### src/rtl/traffic_ctrl_n.sv
// traffic_ctrl_n: N-approach traffic light sequencer.
//
// Cycles ALLRED -> GREEN -> YELLOW -> ALLRED, choosing the next approach by
// preferential request first and round-robin otherwise. Supports a one-shot
// green extension, per-approach hold-red and a flashing-yellow attention mode.
//
// Ports
//   clk         rising-edge clock
//   rst         synchronous reset, active low
//   attention   request flashing-yellow on all approaches
//   preset_add  level request to extend the current green once
//   force_red   bit i holds approach i red and removes it from selection
//   pref        bit i is a preferential request for approach i
//   ltf         lamp triple per approach: 100 red, 010 yellow, 001 green, 000 dark
//   active_idx  approach owning green/yellow
//
// state    | meaning
// ---------+------------------------------------------------------------
// S_DARK   | in reset or first cycle after it, all lamps off
// S_ALLRED | clearance interval, next approach picked at its end
// S_GREEN  | active approach green, may be extended once
// S_YELLOW | active approach yellow
// S_FLASH  | all approaches flash yellow while attention is high

module traffic_ctrl_n #(
    parameter int N_WAY      = 4,
    parameter int GREEN_CYC  = 8,
    parameter int YELLOW_CYC = 2,
    parameter int ALLRED_CYC = 2,
    parameter int EXT_CYC    = 4,
    parameter int FLASH_CYC  = 3
) (
    input  logic                       clk,
    input  logic                       rst,
    input  logic                       attention,
    input  logic                       preset_add,
    input  logic [N_WAY-1:0]           force_red,
    input  logic [N_WAY-1:0]           pref,
    output logic [N_WAY-1:0][2:0]      ltf,
    output logic [$clog2(N_WAY)-1:0]   active_idx
);

    localparam int IDX_W  = $clog2(N_WAY);
    localparam int IDXW1  = IDX_W + 1;
    localparam int CNT_W  = $clog2(GREEN_CYC + EXT_CYC + 1);

    localparam logic [CNT_W-1:0] GREEN_LD  = CNT_W'(GREEN_CYC - 1);
    localparam logic [CNT_W-1:0] YELLOW_LD = CNT_W'(YELLOW_CYC - 1);
    localparam logic [CNT_W-1:0] ALLRED_LD = CNT_W'(ALLRED_CYC - 1);
    localparam logic [CNT_W-1:0] FLASH_LD  = CNT_W'(FLASH_CYC - 1);
    localparam logic [CNT_W-1:0] EXT_ADD   = CNT_W'(EXT_CYC);
    localparam logic [CNT_W-1:0] CNT_ONE   = CNT_W'(1);

    localparam logic [2:0] LAMP_RED    = 3'b100;
    localparam logic [2:0] LAMP_YELLOW = 3'b010;
    localparam logic [2:0] LAMP_GREEN  = 3'b001;
    localparam logic [2:0] LAMP_OFF    = 3'b000;

    typedef enum logic [2:0] {
        S_DARK,
        S_ALLRED,
        S_GREEN,
        S_YELLOW,
        S_FLASH
    } state_t;

    state_t             state, state_nxt;
    logic [CNT_W-1:0]   cnt, cnt_nxt;
    logic [IDX_W-1:0]   idx_nxt;
    logic               ext_used, ext_nxt;
    logic               flash_phase, phase_nxt;
    logic [N_WAY-1:0][2:0] ltf_nxt;

    logic               sel_found;
    logic [IDX_W-1:0]   sel_idx;
    logic [IDX_W:0]     cand_w;

    // Next-approach selection. Loops run from lowest to highest priority so
    // the last hit wins: highest index first for pref, farthest-first for
    // round-robin (k = N_WAY revisits the current approach as a last resort).
    always_comb begin
        sel_found = 1'b0;
        sel_idx   = '0;
        cand_w    = '0;
        for (int i = N_WAY - 1; i >= 0; i--) begin
            if (pref[i] && !force_red[i]) begin
                sel_found = 1'b1;
                sel_idx   = IDX_W'(i);
            end
        end
        if (!sel_found) begin
            for (int k = N_WAY; k >= 1; k--) begin
                cand_w = {1'b0, active_idx} + IDXW1'(k);
                if (cand_w >= IDXW1'(N_WAY)) begin
                    cand_w = cand_w - IDXW1'(N_WAY);
                end
                if (!force_red[cand_w[IDX_W-1:0]]) begin
                    sel_found = 1'b1;
                    sel_idx   = cand_w[IDX_W-1:0];
                end
            end
        end
    end

    always_comb begin
        state_nxt = state;
        cnt_nxt   = cnt;
        idx_nxt   = active_idx;
        ext_nxt   = ext_used;
        phase_nxt = flash_phase;

        case (state)
            S_DARK: begin
                state_nxt = S_ALLRED;
                cnt_nxt   = ALLRED_LD;
            end
            S_FLASH: begin
                if (!attention) begin
                    state_nxt = S_ALLRED;
                    cnt_nxt   = ALLRED_LD;
                end else if (cnt == '0) begin
                    phase_nxt = ~flash_phase;
                    cnt_nxt   = FLASH_LD;
                end else begin
                    cnt_nxt = cnt - CNT_ONE;
                end
            end
            default: begin
                if (attention) begin
                    state_nxt = S_FLASH;
                    cnt_nxt   = FLASH_LD;
                    phase_nxt = 1'b0;
                end else begin
                    case (state)
                        S_ALLRED: begin
                            if (cnt != '0) begin
                                cnt_nxt = cnt - CNT_ONE;
                            end else if (sel_found) begin
                                state_nxt = S_GREEN;
                                idx_nxt   = sel_idx;
                                cnt_nxt   = GREEN_LD;
                                ext_nxt   = 1'b0;
                            end
                            // nothing selectable: hold at zero and retry
                        end
                        S_GREEN: begin
                            if (force_red[active_idx] || cnt == '0) begin
                                state_nxt = S_YELLOW;
                                cnt_nxt   = YELLOW_LD;
                            end else if (preset_add && !ext_used) begin
                                cnt_nxt = cnt - CNT_ONE + EXT_ADD;
                                ext_nxt = 1'b1;
                            end else begin
                                cnt_nxt = cnt - CNT_ONE;
                            end
                        end
                        S_YELLOW: begin
                            if (cnt == '0) begin
                                state_nxt = S_ALLRED;
                                cnt_nxt   = ALLRED_LD;
                            end else begin
                                cnt_nxt = cnt - CNT_ONE;
                            end
                        end
                        default: begin
                            state_nxt = S_DARK;
                            cnt_nxt   = '0;
                        end
                    endcase
                end
            end
        endcase
    end

    // Lamps are computed from the next state so the registered ltf lines up
    // with the state register.
    always_comb begin
        ltf_nxt = '0;
        for (int i = 0; i < N_WAY; i++) begin
            case (state_nxt)
                S_ALLRED: ltf_nxt[i] = LAMP_RED;
                S_GREEN:  ltf_nxt[i] = (IDX_W'(i) == idx_nxt) ? LAMP_GREEN : LAMP_RED;
                S_YELLOW: ltf_nxt[i] = (IDX_W'(i) == idx_nxt) ? LAMP_YELLOW : LAMP_RED;
                S_FLASH:  ltf_nxt[i] = phase_nxt ? LAMP_OFF : LAMP_YELLOW;
                default:  ltf_nxt[i] = LAMP_OFF;
            endcase
        end
    end

    always_ff @(posedge clk) begin
        if (!rst) begin
            state       <= S_DARK;
            cnt         <= '0;
            active_idx  <= IDX_W'(N_WAY - 1);
            ext_used    <= 1'b0;
            flash_phase <= 1'b0;
            ltf         <= '0;
        end else begin
            state       <= state_nxt;
            cnt         <= cnt_nxt;
            active_idx  <= idx_nxt;
            ext_used    <= ext_nxt;
            flash_phase <= phase_nxt;
            ltf         <= ltf_nxt;
        end
    end

endmodule

### config.mk
export PLATFORM = sky130hd
export DESIGN_NAME = traffic_ctrl_n
export DESIGN_NICKNAME = d
export VERILOG_FILES = /design/src/rtl/traffic_ctrl_n.sv
export SDC_FILE = /design/constraint.sdc
export NUM_CORES = 1
export LEC_CHECK = 0
export BUFFER_PORTS_ARGS = -buffer_cell sky130_fd_sc_hd__clkbuf_2
export CORE_ASPECT_RATIO = 0.9
export CORE_MARGIN = 2
export CORE_UTILIZATION = 49
export CTS_CLUSTER_DIAMETER = 60
export DETAILED_ROUTE_END_ITERATION = 7
export PLACE_DENSITY = 0.74
export SKIP_LAST_GASP = 1
export SYNTH_ARGS = -nofsm -noshare
export SYNTH_HDL_FRONTEND = slang
export SYNTH_SLANG_ARGS = --single-unit
### constraint.sdc
create_clock -name clk -period 1.78 [get_ports clk]
set_input_delay 0.267 -clock clk [delete_from_list [all_inputs] [get_ports clk]]
set_output_delay 0.267 -clock clk [all_outputs]
set_load 0.005 [all_outputs]
---- Word-level counts from Yosys, hierarchy flattened ----
Index checks and enable logic that the tools add are counted.
cells by class
  add/subtract/negate cells ............... 10
  magnitude comparators ................... 9
  eq/ne operators ......................... 16
  multiplexer cells ....................... 81
  bitwise logic cells ..................... 3
  reductions and logical operators ........ 18
operators by type and width
  kind                   count
  $pmux W3 S4            4
  $mux W2                23
  $mux W3                14
  $mux W4                8
  $mux W1                21
  $lt A2 B3 Y1 const B   5
  $eq A3 B2 Y1 const B   4
  $ge A3 B3 Y1 const B   4
  $pmux W4 S3            1
  $bmux W1 S2            5
  $pmux W3 S3            1
  $ne A2 B2 Y1 const B   4
  $pmux W4 S2            1
  $sub A2 B1 Y2 const B  4
  $reduce_and A7 Y1      1
  $add A2 B2 Y3 const B  2
  $eq A3 B1 Y1 const B   2
  $eq A3 B3 Y1 const B   2
  $ne A6 B6 Y1 const B   1
  $pmux W3 S2            1
  $logic_and A1 B1 Y1    5
  $logic_not A1 Y1       5
  $add A4 B3 Y4 const B  1
  $eq A2 B2 Y1 const A   2
  other kinds (13)       16
storage, ports and cells
  register bits ........................... 23
  input port bits ......................... 12
  output and inout bits ................... 14
  word-level logic and storage cells ...... 146

---- Depth between registers and ports, before layout ----
  depth in word-level cells ............... 22
  gate-level depth with buffers ........... 9
  depth with buffers taken out ............ 8

---- Least setup slack after synthesis ----
OpenSTA, ideal clock, no wires.
  kind .................................... register -> register
  start ................................... register cnt[0]
  end ..................................... register ltf[11] (netlist name)
  library setup time ...................... 134 ps
  data arrival time ....................... 1593 ps
  data required time ...................... 1646 ps
  setup slack ............................. 53 ps
  cell stages (with the launch flop) ...... 9
  buffers on the path ..................... 0
  clock period less this slack ............ 1727 ps
  cells stage by stage .................... dfxtp_1 inv_1 ha_1 nor3b_4 a21oi_1 o21ai_0 nand2_1 o21ai_1 a31oi_1
between the ends
  longest elaborated chain between the ends .. 8
  elaborated cells on any way between the ends .. 21
  those cells by class .................... eq/ne: 5; mux: 13; reduce/logical: 3
ends and longest elaborated chain
  what                                                           line           text
  start, declared                                                68             logic [CNT_W-1:0] cnt, cnt_nxt;
  start signal, assigned                                         200            cnt <= cnt_nxt;
  $logic_not A4 Y1 / $reduce_bool A4 Y1 (equally long branches)  147, 158, 136
  $logic_or A1 B1 Y1 / $mux W2 (equally long branches)           147, 136
  $mux W3 / $mux W2 (equally long branches)                      147, 134
  $pmux W3 S3 / $mux W2 (equally long branches)                  134, 129
  $mux W3 / $mux W2 (equally long branches)                      129, 112
  $pmux W3 S2 / $eq A2 B2 Y1 (equally long branches)             112, 182, 183
  $eq A3 B3 Y1, or another cell as far along                     180            case (state_nxt)
  $pmux W3 S4 (*)                                                180
  end signal, assigned                                           204            ltf <= ltf_nxt;
  end, declared                                                  39             output logic [N_WAY-1:0][2:0] ltf,
Every way passes the cells marked *; elsewhere a longest branch is shown, timed or not.
A chain may end at the register's enable or synchronous reset.

---- Final worst setup path ----
  start ................................... register cnt[0]
  end ..................................... register ltf[10] (netlist name)
between the ends
  longest elaborated chain between the ends .. 8
  elaborated cells on any way between the ends .. 24
  those cells by class .................... eq/ne: 5; mux: 16; reduce/logical: 3
ends and longest elaborated chain
  what                                                           line
  $logic_not A4 Y1 / $reduce_bool A4 Y1 (equally long branches)  n/a
  $logic_or A1 B1 Y1 / $mux W2 (equally long branches)           147, 136
  $mux W3 / $mux W2 (equally long branches)                      147, 134
  $pmux W3 S3 / $mux W2 (equally long branches)                  134, 129
  $mux W3 / $mux W2 (equally long branches)                      129, 112
  $pmux W3 S2 / $eq A2 B2 Y1 (equally long branches)             112, 183
  $eq A3 B3 Y1, or another cell as far along                     180
  $pmux W3 S4 (*)                                                180
Marks and branches as above.

==> impl_metrics.ini <==
[finish]
drive_above_1_share = 0.504
fin_util = 0.767
areaGrowthSynthToFinish_pct = 48.6
multi_input_area_um2 = 1130
fillers = 189
diodes = 0
mostFrequentLayoutCells = buf_4 (30), clkbuf_2 (25), dfxtp_1 (20), nor2_1 (15), nand2_1 (14)
final_nets = 240
seqCellArea_um2 = 467
final_common_cell = buf_4

[routing]
postRouteAntennaNets = 0
drc = 0
initialDrtViolationCount = 148
vias = 1606
drt-wirelength-per-cell_um = 16.7
first_pass_iters = 5
viasPerCell = 6.04
drt-total-wl_um = 4440

[timing]
min_period_ns = 1.84
fin_crit_sh = 1.03
worstMarginPinSlew_ns = 0.422
slew_headroom = 0.714
rsz0062_at_grt = true
hold_viol = 0
drv_slew = 0
clock_skew_ns = 0.0101
layout_setup_ws_ns = -0.0607
max_freq_ghz = 0.543
finalSetupViolCount = 10

[floorplanning]
num_rows = 18
start_util = 0.516
core_um2 = 2770
die-area_um2 = 3370
die_width_um = 60.9
io_pins = 26
fp.dieH_um = 55.3

[yosys]
yosysUniqueCellTypes = 55
synthCells = 170
syn_area_per_cell_um2 = 8.41
synth_edf_count = 0
syn_area_um2 = 1430
synth_warnings = 0
synth_seq_cells = 23
ys.flop_type = dfxtp_1
synthArstFlopShare = 0
synth_fp_nets = 183
ys_seq_area_frac = 0.322

[global_route]
grt_pass1_vias = 1376
grt_pass1_wl_um = 6330
grt-ovfl-total = 0
grt_usage = 0.246
antenna_found_initial = 0
grt_max_degree = 15

[cts]
path_clk_slew_ns = 0.15
cts_tree = built
numCtsBuffers = 3
cts-root-buf = clkbuf_4
clkSinkCount = 23
htree_levels = 1
cts_hold_buf = 0
clk-insertion-delay-late_ns = 0.33
cts.path.max_buffers = 2

[setup_path]
cpMostUsedCell = nand3_2
critPathLaunch = cnt[0]$_SDFFE_PN0P_
critPathKind = reg2reg
arrival_ns = 2.11
critPathCaptureType = register
crit_fanout = 4
crit_chain = inv_2 -> ha_4 -> nand4bb_4 -> nor4_4 -> nand3_2 -> o2bb2ai_4 -> nand3_2 -> a21oi_2
cp.required_ns = 2.05
critical-path-max-stage-delay_ns = 0.35
cp_slowest_cell = dfxtp_2
path_delay_family = simple AND/OR/NAND/NOR gates
crit_buf_inv = 1
cp-start-kind = register
timing.rr.start = cnt[0]$_SDFFE_PN0P_

[placement]
port_buffers = 25
dp_hpwl_um = 2830
routabilityCongestion = 0.887

[pwr]
peakVddDrop_mv = 0.555
power.total_w = 0.00167
p_leak_nw = 0.849
p_per_area_nw_per_um2 = 785

[outcome]
violations = setup timing
status = finished, violations left

[min_path]
hold_path.startpoint = attention
hold_path.class = in2reg

[run]
cap_violations = 0
[cells by family after synthesis]
group,synth area share
compound gates,0.269
flops,0.322
mux,0.0297
simple gates,0.286
xor+xnor,0.0245
buf+inv,0.0595
fa+ha+maj,0.00875
[Yosys cell counts, types with 4 or more instances]
cell type | n | area (µm²)
nand4_1 | 4 | 25.0
inv_1 | 7 | 26.3
clkbuf_1 | 4 | 15.0
nor3_1 | 5 | 25.0
o21ai_0 | 6 | 30.0
nand2b_1 | 5 | 31.3
nand3_1 | 6 | 30.0
xnor2_1 | 4 | 35.0
a21oi_1 | 8 | 40.0
dfxtp_1 | 23 | 460
nor2_1 | 18 | 67.6
nand2_1 | 16 | 60.1
a31oi_1 | 7 | 43.8
o21ai_1 | 4 | 20.0
[registers in the layout, indices dropped and copies added, names as in the netlist]
name / flops
ltf: 12
state: 3
active_idx: 2
flash_phase: 1
cnt: 4
ext_used: 1
[through the flow]
stage	hold slack, ns	setup TNS [ns]	area (µm²)	instances	setup slack [ns]
floorplan	0.398	0	1430	170	0.0532
global placement	0.480	-0.221	1770	253	-0.0355
detailed placement	0.484	-1.21	1770	253	-0.115
CTS	0.294	-0.447	1910	259	-0.0672
global route	0.314	-1.11	2120	266	-0.111
finish	0.306	-0.309	2120	266	-0.0607
[tightest hold or removal path, cell delays in order]
cell and delay, ns:
clkbuf_2 0.09, buf_4 0.15, o311a_1 0.10
[per-layer routing]
| metal | GRT usage | part of all wire |
|---|---|---|
| met5 | 0 | 0 |
| met4 | 0.0807 | 0.021 |
| met3 | 0.0351 | 0.071 |
| met2 | 0.373 | 0.48 |
| met1 | 0.357 | 0.42 |
[layout make-up]
| type | count | share of cell area |
|---|---|---|
| repair buffers | 61 | 0.198 |
| well taps | 40 | 0.0236 |
| clock inverters | 1 | 0.00353 |
| clock buffers | 3 | 0.0106 |
| multi-input cells | 130 | 0.531 |
| flip-flops and latches | 23 | 0.220 |
| inverters | 8 | 0.0141 |
[report_power, final]
part | internal, W | switching (W) | total (W)
logic | 0.000387 | 0.000428 | 0.000815
registers | 0.000560 | 0.0000299 | 0.000590
clock network | 0.0000859 | 0.000177 | 0.000263
[final timing paths]
kind | cells past startpoint | slack [ns] | to
max | 8 | -0.06 | ltf[10]$_SDFF_PN0_
min | 3 | 0.31 | state[2]$_SDFF_PN0_
max reg2reg | 8 | -0.06 | ltf[10]$_SDFF_PN0_
min reg2reg | 1 | 0.51 | ext_used$_SDFFE_PN0P_
[repair_timing]
| action | in CTS | in global routing |
|---|---|---|
| setup endpoints to repair | 17 | 20 |
| pin swaps | 11 | 16 |
| resized for setup | 21 | 34 |
| cloned | 0 | 1 |
| endpoints found under the hold margin | 0 | 0 |
| buffers inserted | 2 | 6 |
Note: power is estimated with default switching activity, not from simulation.
